File: src/rtl/apb_evt_rmw_master.sv
// apb_evt_rmw_master: APB3 master turning per-channel event pulses into read-modify-write counter increments.
// Define APB_PSLVERR_EN to add pslverr_i / err_o error handling.
module apb_evt_rmw_master #(
  parameter int NUM_EVT = 3,
  parameter int ADDR_W = 32,
  parameter int DATA_W = 32,
  parameter int CNT_W = 4,
  parameter logic [ADDR_W-1:0] BASE_ADDR = 32'hABBA_0000,
  parameter int STRIDE = 4
) (
  input  logic               clk,
  input  logic               rst,
  input  logic [NUM_EVT-1:0] event_i,
  output logic               psel_o,
  output logic               penable_o,
  output logic [ADDR_W-1:0]  paddr_o,
  output logic               pwrite_o,
  output logic [DATA_W-1:0]  pwdata_o,
  input  logic               pready_i,
  input  logic [DATA_W-1:0]  prdata_i,
`ifdef APB_PSLVERR_EN
  input  logic               pslverr_i,
  output logic [NUM_EVT-1:0] err_o,
`endif
  output logic               busy_o,
  output logic [NUM_EVT-1:0] ovf_o
);
  localparam int PW = NUM_EVT > 1 ? $clog2(NUM_EVT) : 1;
  typedef enum logic [2:0] {IDLE, RD_SETUP, RD_ACCESS, WR_SETUP, WR_ACCESS} state_t;
  state_t state_q, state_d;
  logic [NUM_EVT-1:0][CNT_W-1:0] pend_q, pend_d;
  logic [NUM_EVT-1:0] ovf_d;
  logic [PW-1:0] ptr_q, ptr_d, ch_q, ch_d, gidx;
  logic any, take, slverr;
  logic psel_d, penable_d, pwrite_d, busy_d;
  logic [ADDR_W-1:0] paddr_d;
  logic [DATA_W-1:0] pwdata_d;
`ifdef APB_PSLVERR_EN
  assign slverr = pslverr_i;
  always_ff @(posedge clk)
    if (rst) err_o <= '0;
    else if (pready_i && pslverr_i && (state_q == RD_ACCESS || state_q == WR_ACCESS)) err_o[ch_q] <= 1'b1;
`else
  assign slverr = 1'b0;
`endif
  // Round-robin: first pending channel at or above the pointer, else wrap to the lowest.
  always_comb begin
    any = 1'b0;
    gidx = '0;
    for (int i = 0; i < NUM_EVT; i++)
      if (!any && i >= int'(ptr_q) && pend_q[i] != '0) begin
        any = 1'b1;
        gidx = PW'(i);
      end
    for (int i = 0; i < NUM_EVT; i++)
      if (!any && pend_q[i] != '0) begin
        any = 1'b1;
        gidx = PW'(i);
      end
  end
  assign take = (state_q == IDLE) && any;
  always_comb begin
    pend_d = pend_q;
    ovf_d = ovf_o;
    for (int i = 0; i < NUM_EVT; i++)
      if (event_i[i] && !(take && gidx == PW'(i))) begin
        if (&pend_q[i]) ovf_d[i] = 1'b1;
        else pend_d[i] = pend_q[i] + CNT_W'(1);
      end else if (!event_i[i] && take && gidx == PW'(i)) pend_d[i] = pend_q[i] - CNT_W'(1);
  end
  always_comb begin
    state_d = state_q;
    psel_d = psel_o;
    penable_d = penable_o;
    pwrite_d = pwrite_o;
    paddr_d = paddr_o;
    pwdata_d = pwdata_o;
    ch_d = ch_q;
    ptr_d = ptr_q;
    case (state_q)
      IDLE: if (any) begin
        state_d = RD_SETUP;
        psel_d = 1'b1;
        ch_d = gidx;
        paddr_d = BASE_ADDR + ADDR_W'(gidx) * ADDR_W'(STRIDE);
        ptr_d = (gidx == PW'(NUM_EVT - 1)) ? '0 : gidx + PW'(1);
      end
      RD_SETUP: begin
        state_d = RD_ACCESS;
        penable_d = 1'b1;
      end
      RD_ACCESS: if (pready_i) begin
        state_d = slverr ? IDLE : WR_SETUP;
        psel_d = !slverr;
        penable_d = 1'b0;
        pwrite_d = !slverr;
        pwdata_d = slverr ? pwdata_o : prdata_i + DATA_W'(1);
      end
      WR_SETUP: begin
        state_d = WR_ACCESS;
        penable_d = 1'b1;
      end
      WR_ACCESS: if (pready_i) begin
        state_d = IDLE;
        psel_d = 1'b0;
        penable_d = 1'b0;
        pwrite_d = 1'b0;
      end
      default: state_d = IDLE;
    endcase
    busy_d = state_d != IDLE;
  end
  always_ff @(posedge clk)
    if (rst) begin
      state_q <= IDLE;
      pend_q <= '0;
      ptr_q <= '0;
      ch_q <= '0;
      ovf_o <= '0;
      psel_o <= 1'b0;
      penable_o <= 1'b0;
      pwrite_o <= 1'b0;
      paddr_o <= '0;
      pwdata_o <= '0;
      busy_o <= 1'b0;
    end else begin
      state_q <= state_d;
      pend_q <= pend_d;
      ptr_q <= ptr_d;
      ch_q <= ch_d;
      ovf_o <= ovf_d;
      psel_o <= psel_d;
      penable_o <= penable_d;
      pwrite_o <= pwrite_d;
      paddr_o <= paddr_d;
      pwdata_o <= pwdata_d;
      busy_o <= busy_d;
    end
endmodule

File: config.mk
export PLATFORM = sky130hd
export DESIGN_NAME = apb_evt_rmw_master
export DESIGN_NICKNAME = d
export VERILOG_FILES = /design/src/rtl/apb_evt_rmw_master.sv
export SDC_FILE = /design/constraint.sdc
export NUM_CORES = 1
export LEC_CHECK = 0
export CORE_MARGIN = 2
export CORE_UTILIZATION = 45
export DETAILED_ROUTE_END_ITERATION = 8
export PLACE_DENSITY_LB_ADDON = 0.15
export SLEW_MARGIN = 10
export SYNTH_ARGS = -nofsm -noshare
export SYNTH_HDL_FRONTEND = slang
export SYNTH_SLANG_ARGS = --single-unit
File: constraint.sdc
create_clock -name clk -period 6.4 [get_ports clk]
set_input_delay 1.6 -clock clk [delete_from_list [all_inputs] [get_ports clk]]
set_output_delay 1.6 -clock clk [all_outputs]
set_load 0.02 [all_outputs]
# Yosys cells after proc, flatten, opt, wreduce, memory -nomap -nowiden
# Cells that the tools add are included.
# word_totals
regBits,88
in_bits,38
out_inout_bits,71
word_cells,130
# op_classes
add_sub_neg,9
order_cmp,3
n_eq_ne,13
muxes,31
reduce_logical,60
# ops
operator,count
two-way mux 4 bit,9
adder 32 x 1 -> 32 bit (second input constant),1
adder 32 x 4 -> 32 bit (first input constant),1
logical AND 1 bit,21
AND reduction 4 bit,4
one-hot mux 3 bit (5 select lines),1
AND reduction 5 bit,3
adder 4 x 1 -> 4 bit (second input constant),3
inequality test 2 bit (second input constant),6
AND reduction 2 bit,6
nonzero test 4 bit,3
subtractor 4 x 1 -> 4 bit (second input constant),3
logical NOT 1 bit,11
two-way mux 1 bit,10
two-way mux 2 bit,5
nonzero test 2 bit,5
two-way mux 3 bit,3
== test 3 x 2 -> 1 bit (second input constant),2
nonzero test 3 bit,2
>= comparator 1 x 2 -> 1 bit (first input constant),2
one-hot mux 1 bit (2 select lines),2
OR reduction 2 bit,2
== test 3 x 1 -> 1 bit (second input constant),1
== test 3 bit (second input constant),1
other kinds (9),9

# Depth between registers and ports, before layout
# logic_depth
word_depth,26
mapped_depth,11
mapped_depth_nobuf,10

# Worst setup path after synthesis
# No wires, ideal clock.
# synth_path
path_kind,input port to flip-flop
startpoint,in event_i[2]
endpoint,reg pend_q[11] (netlist bit)
setup_ns,0.121
arrival_time_ns,3.060
t_required_ns,6.279
path_slack_ns,3.220
stages,8
n_path_buf,1
path_cell_list,buf_2 > o21ai_0 > ha_1 > a21o_1 > a21oi_1 > nor2_1 > mux2i_1 > mux2_2
# synth_via
elab_chain_len,5
elab_cells_between_ends,8
# synth_rtl
element,line,text
from (decl),13,"input logic [NUM_EVT-1:0] event_i,"
logical NOT 1 bit,69,end else if (!event_i[i] && take && gidx == PW'(i)) pend_d[i] = pend_q[i] - CNT_W'(1);
logical AND 1 bit (2 in series),69,
nonzero test 2 bit (no line),--,
AND reduction 2 bit (no line),--,
to (signal assigned),128,pend_q <= pend_d;
to (decl),31,"logic [NUM_EVT-1:0][CNT_W-1:0] pend_q, pend_d;"
# Several ways; a longest one is shown, not always the timed one.
# A chain may end at the register's enable or synchronous reset.

# Worst setup path after layout
# layout_path
startpoint,in prdata_i[0]
endpoint,reg pwdata_o[14]
# layout_via
elab_chain_len,1
# layout_rtl
element,line,text
from (decl),20,"input logic [DATA_W-1:0] prdata_i,"
adder 32 x 1 -> 32 bit,97,pwdata_d = slverr ? pwdata_o : prdata_i + DATA_W'(1);
to (signal assigned),136,pwdata_o <= pwdata_d;
to (decl),18,"output logic [DATA_W-1:0] pwdata_o,"
# No other way between the ends.

==> run_results.csv <==
group,metric,value,unit
die,height_of_the_die,90.7,um
yosys,synth_area,3380,um^2
route,route.antenna.remaining_nets,0,
route,aggregate_routed_wire_length,7540,um
power,leakagePower,0.00164,uW
route,drt-wirelength-per-cell,13.1,um
grt,first_global_vias,2785,
yosys,synthesis.instances,401,
yosys,synth_top_area_cell,"dfxtp_1",
clock_tree,cts_tree,"done",
setup_path,critPathRequiredTime,6.58,ns
sta,setup_viol_count_final,0,
yosys,synthesized_area_per_cell,8.44,um^2
power,cellPowerDensity,405,nW/um^2
yosys,synth.yosys.warnings,0,
yosys,netlist.area_leader.share,34.9,%
final_layout,multi_input_area,1950,um^2
die,std_cell_rows,31,
yosys,ys.flop_type,"dfxtp_1",
yosys,synth_seq_area_share,34.9,%
yosys,synth.top_cells.by_area,"dfxtp_1, buf_4, xor2_1, a21oi_1, o21ai_0",
route,route.detailed.drc,0,
power,clockPowerShare,17.8,%
clock_tree,clock-sinks,59,
power,power_report.internal_total,1060,uW
sta,hold_slack,0.457,ns
sta,max_freq,266,MHz
setup_path,worst_ep_arrival_time,3.94,ns
clock_tree,cts-root-buf,"clkbuf_8",
flow_run,max_cap_violations,0,
clock_tree,post_cts_hold_buffer_count,0,
yosys,synth.ff_latch_count,59,
clock_tree,post_cts_buffers,0,
setup_path,critical_path.startpoint_type,"input port",
sta,worst_slew_pin_slew,1.16,ns
placed_design,globalplace.congestion,0.791,
placed_design,port-buffer-count,88,
sta,timing.final.max_slew_violations,0,
route,dr.first_iter.drc_count,93,
final_layout,layout-area-overhead-vs-synth,28.6,%
sta,final.setup.tns,0,ns
final_layout,regArea,1180,um^2
sta,slew_headroom,22.3,%
power,combPwrFrac,49.2,%
grt,largest_net_degree_at_the_start_of_global_routing,65,
yosys,number_of_flops_mapped_to_enable_cells_by_yosys,0,
final_layout,final_net_count,519,
final_layout,layout.filler_cells,677,
power,net-switching-power,696,uW
setup_path,critPathMaxFanout,10,
grt,groute.usage.overall,19.1,%
yosys,synth-async-reset-ratio,0,%
sta,unrepaired_setup_endpoints_after_global_routing,"false",
grt,grt_overflow_total,0,
clock_tree,cts_buffers,9,
die,die_area,8230,um^2
sta,finalHoldViolCount,0,
sta,timing.final.crit_share,58.8,%
clock_tree,htreeDepth,3,
route,vias,3017,
outcome,outcome,"complete, no violations",
route,drt-vias-per-instance,5.26,
final_layout,diodes,0,
sta,period_minus_slack,3.76,ns
setup_path,path_class,"in -> reg",
die,coreArea,7250,um^2
hold_path,hp-class,"reg -> reg",
setup_path,endpoint_kind,"flop",
route,dr.pass1.iters,4,
power,power.share.sequential,33.0,%
die,io_pins,109,
clock_tree,clockBufferDepth,2,
yosys,yosysUniqueCellTypes,46,
placed_design,place_hpwl,5350,um
grt,first_pass_grt_wire_length,12800,um
clock_tree,cts.reportedPaths.clkPinSlew,0.06,ns
die,start_util,46.7,%
clock_tree,worstSkewPairLatency,0.34,ns
final_layout,final_layout_size_suffix_gt1_share,6.11,%
clock_tree,post_cts.resized_instances,0,
die,die_w,90.7,um
power,maximum_resistive_drop_on_vdd,0.154,mV
sta,finClkSkew,0.00567,ns
grt,grt_antenna_before_repair,0,
power,switch_share,39.5,%
-- final cells by class --
cell class                 count  area share, %
multi-input combinational    305           44.9
sequential                    59           27.1
timing repair buffer          89           20.4
clock buffer                  13           3.88
tap                           99           2.85
inverter                       7          0.604
clock inverter                 2          0.230
-- path summary, 6_finish.rpt --
| check | from | to | slack (ns) | depth (start not counted) |
|---|---|---|---|---|
| setup / recovery | prdata_i[0] | pwdata_o[14] | 2.64 | 7 |
| hold / removal | paddr_o[2] | paddr_o[2] | 0.46 | 2 |
| setup reg to reg | pend_q[4] | pend_q[3] | 3.37 | 9 |
| hold reg to reg | paddr_o[2] | paddr_o[2] | 0.46 | 2 |
-- layout by cell type, fill, tap and decap left out, types with 10 or more instances in the layout --
| master | n |
|---|---|
| dfxtp_1 | 59 |
| nand2_1 | 26 |
| xnor2_1 | 13 |
| a211oi_1 | 14 |
| xor2_1 | 21 |
| mux2i_1 | 10 |
| nand3_1 | 12 |
| nor2_1 | 33 |
| o21ai_0 | 26 |
| clkdlybuf4s50_1 | 88 |
| clkbuf_8 | 12 |
| a21oi_1 | 29 |
| nor2b_1 | 11 |
| conb_1 | 20 |
| nand4_1 | 15 |
-- power by group through the flow --
stage | Combinational (uW) | Sequential (uW) | Clock (uW)
after floorplan | 575 | 629 | 0
after global placement | 851 | 586 | 0
after detailed placement | 868 | 588 | 0
after CTS | 873 | 582 | 320
after global routing | 958 | 602 | 338
final | 866 | 582 | 313
-- cells by family (layout without fill, tap and decap cells) --
family,count (synthesis),in the layout,share of synthesized area [%]
adder cells (fa/ha/maj),10,10,4.36
AND/OR/NAND/NOR,133,133,20.8
buffers and inverters,56,111,9.50
AO/OA/AOI/OAI,91,91,16.0
flip-flops,59,59,34.9
other,1,20,0.111
multiplexers,17,17,5.51
XOR/XNOR,34,34,8.80
-- stage by stage --
stage / util, % / std cells / setup slack [ns] / power, uW / instance area [um^2]
after floorplan: - / 420 / 3.22 / 1200 / 3460
after global placement: 57.5 / 559 / 2.41 / 1440 / 4170
after global routing: 60.0 / 574 / 2.43 / 1900 / 4350
final: 60.0 / 574 / 2.64 / 1760 / 4350
after CTS: 60.0 / 574 / 2.66 / 1780 / 4350
after detailed placement: 57.5 / 559 / 2.30 / 1460 / 4170
-- sequential cells by signal, indices dropped and copies added (netlist names) --
signal	flops
busy_o	1
ovf_o	3
paddr_o	3
penable_o	1
pend_q	12
psel_o	1
ptr_q	2
pwdata_o	32
pwrite_o	1
state_q	3
-- synth_stat cells (all sizes together), types with 10 or more instances --
| cell | count |
|---|---|
| nor2b | 11 |
| clkbuf | 15 |
| a21oi | 29 |
| nor2 | 33 |
| o21ai | 27 |
| nand2 | 26 |
| nand4 | 15 |
| xnor2 | 13 |
| buf | 34 |
| a211oi | 14 |
| mux2i | 10 |
| dfxtp | 59 |
| nand3 | 12 |
| xor2 | 21 |
-- critical path, cell delays in order --
cell and delay, ns:
clkdlybuf4s50_1 0.50, ha_1 0.21, nand4_1 0.17, nor3_1 0.91, and4_1 0.35, xnor2_1 0.12, a21oi_1 0.08
-- layer usage --
metal  track usage [%]  part of all wire, %  vias to the layer above
met5                 0                    0                        -
met4              6.28                  1.4                        0
met3              8.68                  8.0                       11
met2              31.6                   48                       85
met1              21.9                   43                     1394
li1                  -                    -                     1527
No activity file was read; power rests on OpenSTA's default activity.
